==> src/rtl/in_port_debouncer.sv <==
// in_port_debouncer: synchronises, debounces and change-flags the 4-bit
// input port before it reaches the register Im path on IN instructions.
//
// Ports:
//   CLK      system clock, rising-edge active
//   CLR      asynchronous active-low reset
//   SW_IN    raw, asynchronous, possibly bouncing switch levels
//   ACK_n    active-low acknowledge, clears EVT when sampled low
//   IN_DATA  debounced, registered port value
//   CHANGED  one-cycle pulse after any IN_DATA bit updates
//   EVT      sticky change flag, held until acknowledged
module in_port_debouncer #(
    parameter int DEBOUNCE_CYCLES = 4,
    parameter int CNT_W           = 3
) (
    input  logic       CLK,
    input  logic       CLR,
    input  logic [3:0] SW_IN,
    input  logic       ACK_n,
    output logic [3:0] IN_DATA,
    output logic       CHANGED,
    output logic       EVT
);

    // Terminal count: the D-th consecutive mismatch accepts the new level.
    localparam logic [CNT_W-1:0] CNT_MAX = CNT_W'(DEBOUNCE_CYCLES - 1);

    logic [3:0]       sync1_q, sync1_d;
    logic [3:0]       sync2_q, sync2_d;
    logic [3:0]       in_data_q, in_data_d;
    logic [CNT_W-1:0] cnt_q [4];
    logic [CNT_W-1:0] cnt_d [4];
    logic             changed_q, changed_d;
    logic             evt_q, evt_d;
    logic [3:0]       accept;
    logic             upd;

    always_comb begin
        sync1_d   = SW_IN;
        sync2_d   = sync1_q;
        in_data_d = in_data_q;
        accept    = '0;
        for (int i = 0; i < 4; i++) begin
            // A matching sample (bounce back) always restarts the count.
            cnt_d[i] = '0;
            if (sync2_q[i] != in_data_q[i]) begin
                if (cnt_q[i] == CNT_MAX) begin
                    accept[i]    = 1'b1;
                    in_data_d[i] = sync2_q[i];
                end else begin
                    cnt_d[i] = cnt_q[i] + CNT_W'(1);
                end
            end
        end
        upd       = |accept;
        changed_d = upd;
        // Set has priority over an acknowledge on the same edge.
        if (upd) begin
            evt_d = 1'b1;
        end else if (!ACK_n) begin
            evt_d = 1'b0;
        end else begin
            evt_d = evt_q;
        end
    end

    always_ff @(posedge CLK or negedge CLR) begin
        if (!CLR) begin
            sync1_q   <= '0;
            sync2_q   <= '0;
            in_data_q <= '0;
            changed_q <= 1'b0;
            evt_q     <= 1'b0;
            for (int i = 0; i < 4; i++) begin
                cnt_q[i] <= '0;
            end
        end else begin
            sync1_q   <= sync1_d;
            sync2_q   <= sync2_d;
            in_data_q <= in_data_d;
            changed_q <= changed_d;
            evt_q     <= evt_d;
            for (int i = 0; i < 4; i++) begin
                cnt_q[i] <= cnt_d[i];
            end
        end
    end

    assign IN_DATA = in_data_q;
    assign CHANGED = changed_q;
    assign EVT     = evt_q;

endmodule
==> config.mk <==
export PLATFORM = sky130hd
export DESIGN_NAME = in_port_debouncer
export DESIGN_NICKNAME = d
export VERILOG_FILES = /design/src/rtl/in_port_debouncer.sv
export SDC_FILE = /design/constraint.sdc
export NUM_CORES = 1
export LEC_CHECK = 0
export ABC_AREA = 1
export ABC_CLOCK_PERIOD_IN_PS = 1200
export BUFFER_PORTS_ARGS = -buffer_cell sky130_fd_sc_hd__buf_2
export CAP_MARGIN = 5
export CORE_MARGIN = 8
export CORE_UTILIZATION = 40
export DETAILED_ROUTE_END_ITERATION = 6
export PLACE_DENSITY = 0.66
export SLEW_MARGIN = 20
export SYNTH_ARGS = -nofsm -noshare
export SYNTH_HDL_FRONTEND = slang
export SYNTH_SLANG_ARGS = --single-unit
==> constraint.sdc <==
create_clock -name CLK -period 1.2 [get_ports CLK]
set_input_delay 0.12 -clock CLK [delete_from_list [all_inputs] [get_ports CLK]]
set_output_delay 0.12 -clock CLK [all_outputs]
set_load 0.005 [all_outputs]
# After elaboration in Yosys (flattened, before gate mapping)

Cells that the tools add are included.

Register bits after elaboration: 26
Input bits: 7
Output and inout bits: 6
Logic and storage cells: 48

$add $sub $neg: 4
Equality and inequality tests: 9
Muxes and demuxes: 18
Reduce and logical (&&, ||, !) cells: 5

Operators with widths:

| operator                                                                 | count |
|---|---|
| 3-bit two-way mux                                                        | 8 |
| 3-bit by 1-bit adder with 3-bit output (second input constant)           | 4 |
| 3-bit by 2-bit equality test with 1-bit output (second input constant)   | 4 |
| 1-bit two-way mux                                                        | 10 |
| 2-bit AND reduction                                                      | 4 |
| 1-bit inequality test                                                    | 4 |
| 4-bit OR reduction                                                       | 1 |
| 2-bit by 1-bit inequality test with 1-bit output (second input constant) | 1 |

# Depth between registers and ports, before layout

Depth after elaboration: 5
Depth in mapped cells: 7

# Least setup slack after synthesis

No wires, ideal clock.

Path type: reg-to-reg
From: register cnt_q[0] (netlist name)
To: register evt_q, in the netlist EVT
Setup time: 0.120 ns
Arrival: 0.955 ns
Data required time: 1.080 ns
Slack: 0.125 ns
Cell stages (with the launch flop): 8
Path buffers: 0
Period minus slack after synthesis: 1.075 ns
Cell sequence: dfrtp_1 ha_1 inv_1 nor2_4 nand3_1 nand2_1 nor2_2 nand2_1

Word-level cells in the longest chain between the ends: 5
Elaborated cells between the ends (all ways): 6

RTL lines:

| what                                                                                                          | RTL line | text |
|---|---|---|
| from (decl)                                                                                                   | 31       | `logic [CNT_W-1:0] cnt_q [4];` |
| from (signal, indexed assignment)                                                                             | 84       | `cnt_q[i] <= cnt_d[i];` |
| 3-bit by 2-bit equality test with 1-bit output (*)                                                            | 47       | `if (cnt_q[i] == CNT_MAX) begin` |
| 1-bit two-way mux (*)                                                                                         | 47       |  |
| 1-bit two-way mux (*)                                                                                         | 46       | `if (sync2_q[i] != in_data_q[i]) begin` |
| 4-bit OR reduction (*)                                                                                        | 55       | `upd = \|accept;` |
| 2-bit by 1-bit inequality test with 1-bit output (no source line) / 1-bit two-way mux (equally long branches) | --       |  |
| to (signal assigned)                                                                                          | 82       | `evt_q <= evt_d;` |
| to (decl)                                                                                                     | 34       | `logic evt_q, evt_d;` |

Mark *: on every way between the ends. The rest lies on a longest branch, timed or not.
A chain may end at the register's enable or synchronous reset.

# Worst setup path after layout

From: register cnt_q[6] (netlist name)
To: register evt_q, in the netlist EVT

Same word-level chain as after synthesis.

==> flow_summary.json <==
{
  "cp-end-kind": "register",
  "hold_violations": 0,
  "crit_required_ns": 1.41,
  "die_y_um": 66.4,
  "setup.worst_path.start_class": "register",
  "antenna_found_initial": 0,
  "ys_ff_latch": 26,
  "place_hpwl_mm": 1.12,
  "gp_congestion": 0.741,
  "hold_path_class": "in -> async",
  "fillers": 227,
  "cap_violations": 0,
  "finalSetupViolations": 0,
  "drive_gt1_share_pct": 28.1,
  "yosysWarningCount": 0,
  "design_area_um2": 1210,
  "ys_seq_area_share_pct": 64.0,
  "via_per_inst": 4.56,
  "fin_crit_sh_pct": 92.0,
  "antenna_cells": 0,
  "rows": 18,
  "rsz0062_at_grt": "false",
  "yosysUniqueCellTypes": 11,
  "fp.dieArea_um2": 4410,
  "power_density_nw_per_um2": 1820,
  "min_period_ns": 1.10,
  "max_freq_mhz": 905,
  "htree_levels": 1,
  "skew_ns": 0.00192,
  "tightest_slew_ns": 0.546,
  "pre_cts_ws_ns": 0.0264,
  "nets": 127,
  "syn_nets": 103,
  "p_leak_nw": 0.618,
  "clk_latency_ns": 0.31,
  "dpl_cell_area_um2": 1110,
  "synth.avg_cell_area_um2": 11.0,
  "final-seq-area_um2": 651,
  "path_class": "reg -> reg",
  "peakVddDrop_mv": 1.08,
  "clockRootBuffer": "clkbuf_4",
  "cts_tree": "built",
  "status": "completed",
  "final_cell_mix": "dfrtp_1 (26), nand2_1 (24), buf_2 (12), inv_1 (9), dlygate4sd3_1 (6)",
  "area_growth_pct": 19.2,
  "grt_util_met2_pct": 13.3,
  "grt_overflow_total": 0,
  "worstPathArrival_ns": 1.32,
  "grt.met1_usage_pct": 8.26,
  "multiInputGateArea_um2": 324,
  "grt.busiest_layer": "met2",
  "num_vias": 657,
  "setup_slack_ns": 0.0954,
  "grt_pass1_wl_mm": 2.73,
  "grt_pass1_vias": 675,
  "drc": 0,
  "final_common_cell": "dfrtp_1",
  "grt_max_degree": 27,
  "die-width_um": 66.4,
  "clkTransAtPathRegs_ns": 0.12,
  "drv_slew": 0,
  "drt_iter0_drc": 8,
  "ant_nets": 0,
  "cts_sinks": 26,
  "finalSetupTns_ns": 0,
  "rrSetupSlack_ns": 0.1,
  "syn_inst": 92,
  "start_util_pct": 41.8,
  "clockBufferDepth": 2,
  "grt_use_met3_pct": 3.90,
  "worst-path-max-fanout": 5,
  "numCtsBuffers": 3,
  "port_buffers": 12,
  "synthesis.area_um2": 1020,
  "dr.pass1.iters": 4,
  "drt-total-wl_mm": 1.50,
  "core_area_um2": 2430,
  "boundaryPins": 13,
  "avgRoutedWirePerCell_um": 10.4,
  "grt_use_total_pct": 8.23,
  "relSlewSlack_pct": 63.6
}
[cell type report]
type | instances | area share, %
clock buffer | 3 | 1.86
inverter | 13 | 4.03
multi-input combinational | 53 | 26.8
sequential | 26 | 53.7
tap | 30 | 3.10
timing repair buffer | 19 | 10.5
[worst paths after layout]
| check | cells after the start | start | end |
|---|---|---|---|
| min in group CLK | 0 | sync1_q[3] | sync2_q[3] |
| max in group asynchronous | 2 | CLR | IN_DATA[1] |
| setup / recovery | 7 | cnt_q[6] | EVT |
| hold reg to reg | 0 | sync1_q[3] | sync2_q[3] |
| hold / removal | 2 | CLR | cnt_q[3] |
| setup reg to reg | 7 | cnt_q[6] | EVT |
[logic make-up (layout without fill, tap and decap cells)]
group | after synthesis | count (layout) | synth area share, %
fa+ha+maj | 4 | 4 | 4.93
simple gates | 45 | 45 | 24.3
buf+inv | 13 | 35 | 4.80
flops | 26 | 26 | 64.0
compound gates | 4 | 4 | 1.97
[routing by layer]
layer  vias to the layer above  part of all wire (%)
met4                         0                   2.1
met3                         4                   5.5
li1                        330                     -
met2                        14                    48
met1                       309                    44
met5                         -                     0
[power by group]
part / leakage [nW] / switching (W) / internal [W]
Clock: 0.0138 / 0.000229 / 0.000117
Sequential: 0.328 / 0.000115 / 0.00109
Combinational: 0.276 / 0.000343 / 0.000318
Total: 0.618 / 0.000686 / 0.00152
[cell usage after synthesis]
cell type	instances	area, um2
dfrtp_1	26	651
ha_1	4	50.1
inv_1	13	48.8
nand2_1	24	90.1
nand3_1	4	20.0
nor2_1	4	15.0
nor2_2	1	6.26
nor2_4	4	45.0
nor3_1	4	20.0
nor3b_2	4	50.1
o21ai_0	4	20.0
[critical path, stage by stage (launching register included)]
cell     delay, ns
dfrtp_1       0.40
ha_2          0.19
inv_2         0.07
nor2_4        0.05
nand3_1       0.07
nand2_1       0.07
nor2_2        0.12
nand2_1       0.05
[what timing repair did]
item,4_1_cts,5_1_grt
hold buffers,6,0
buffers inserted,0,1
endpoints found under the hold margin,31,0
gates resized for setup,0,7
endpoints found under the setup margin,0,2
[registers in the layout, summed over array words and instances (netlist names)]
name and cells:
CHANGED 1, EVT 1, IN_DATA 4, cnt_q 12, sync1_q 4, sync2_q 4
[metrics by stage]
stage,total power (W),cells,hold WS [ns],util (%)
after global routing,0.00242,144,0.359,49.8
after detailed placement,0.00185,134,0.143,45.8
after global placement,0.00182,134,0.144,45.8
final,0.00221,144,0.320,49.8
after CTS,0.00221,143,0.339,49.2
after floorplan,0.00163,92,-0.176,-
Note: power is estimated with default switching activity, not from simulation.
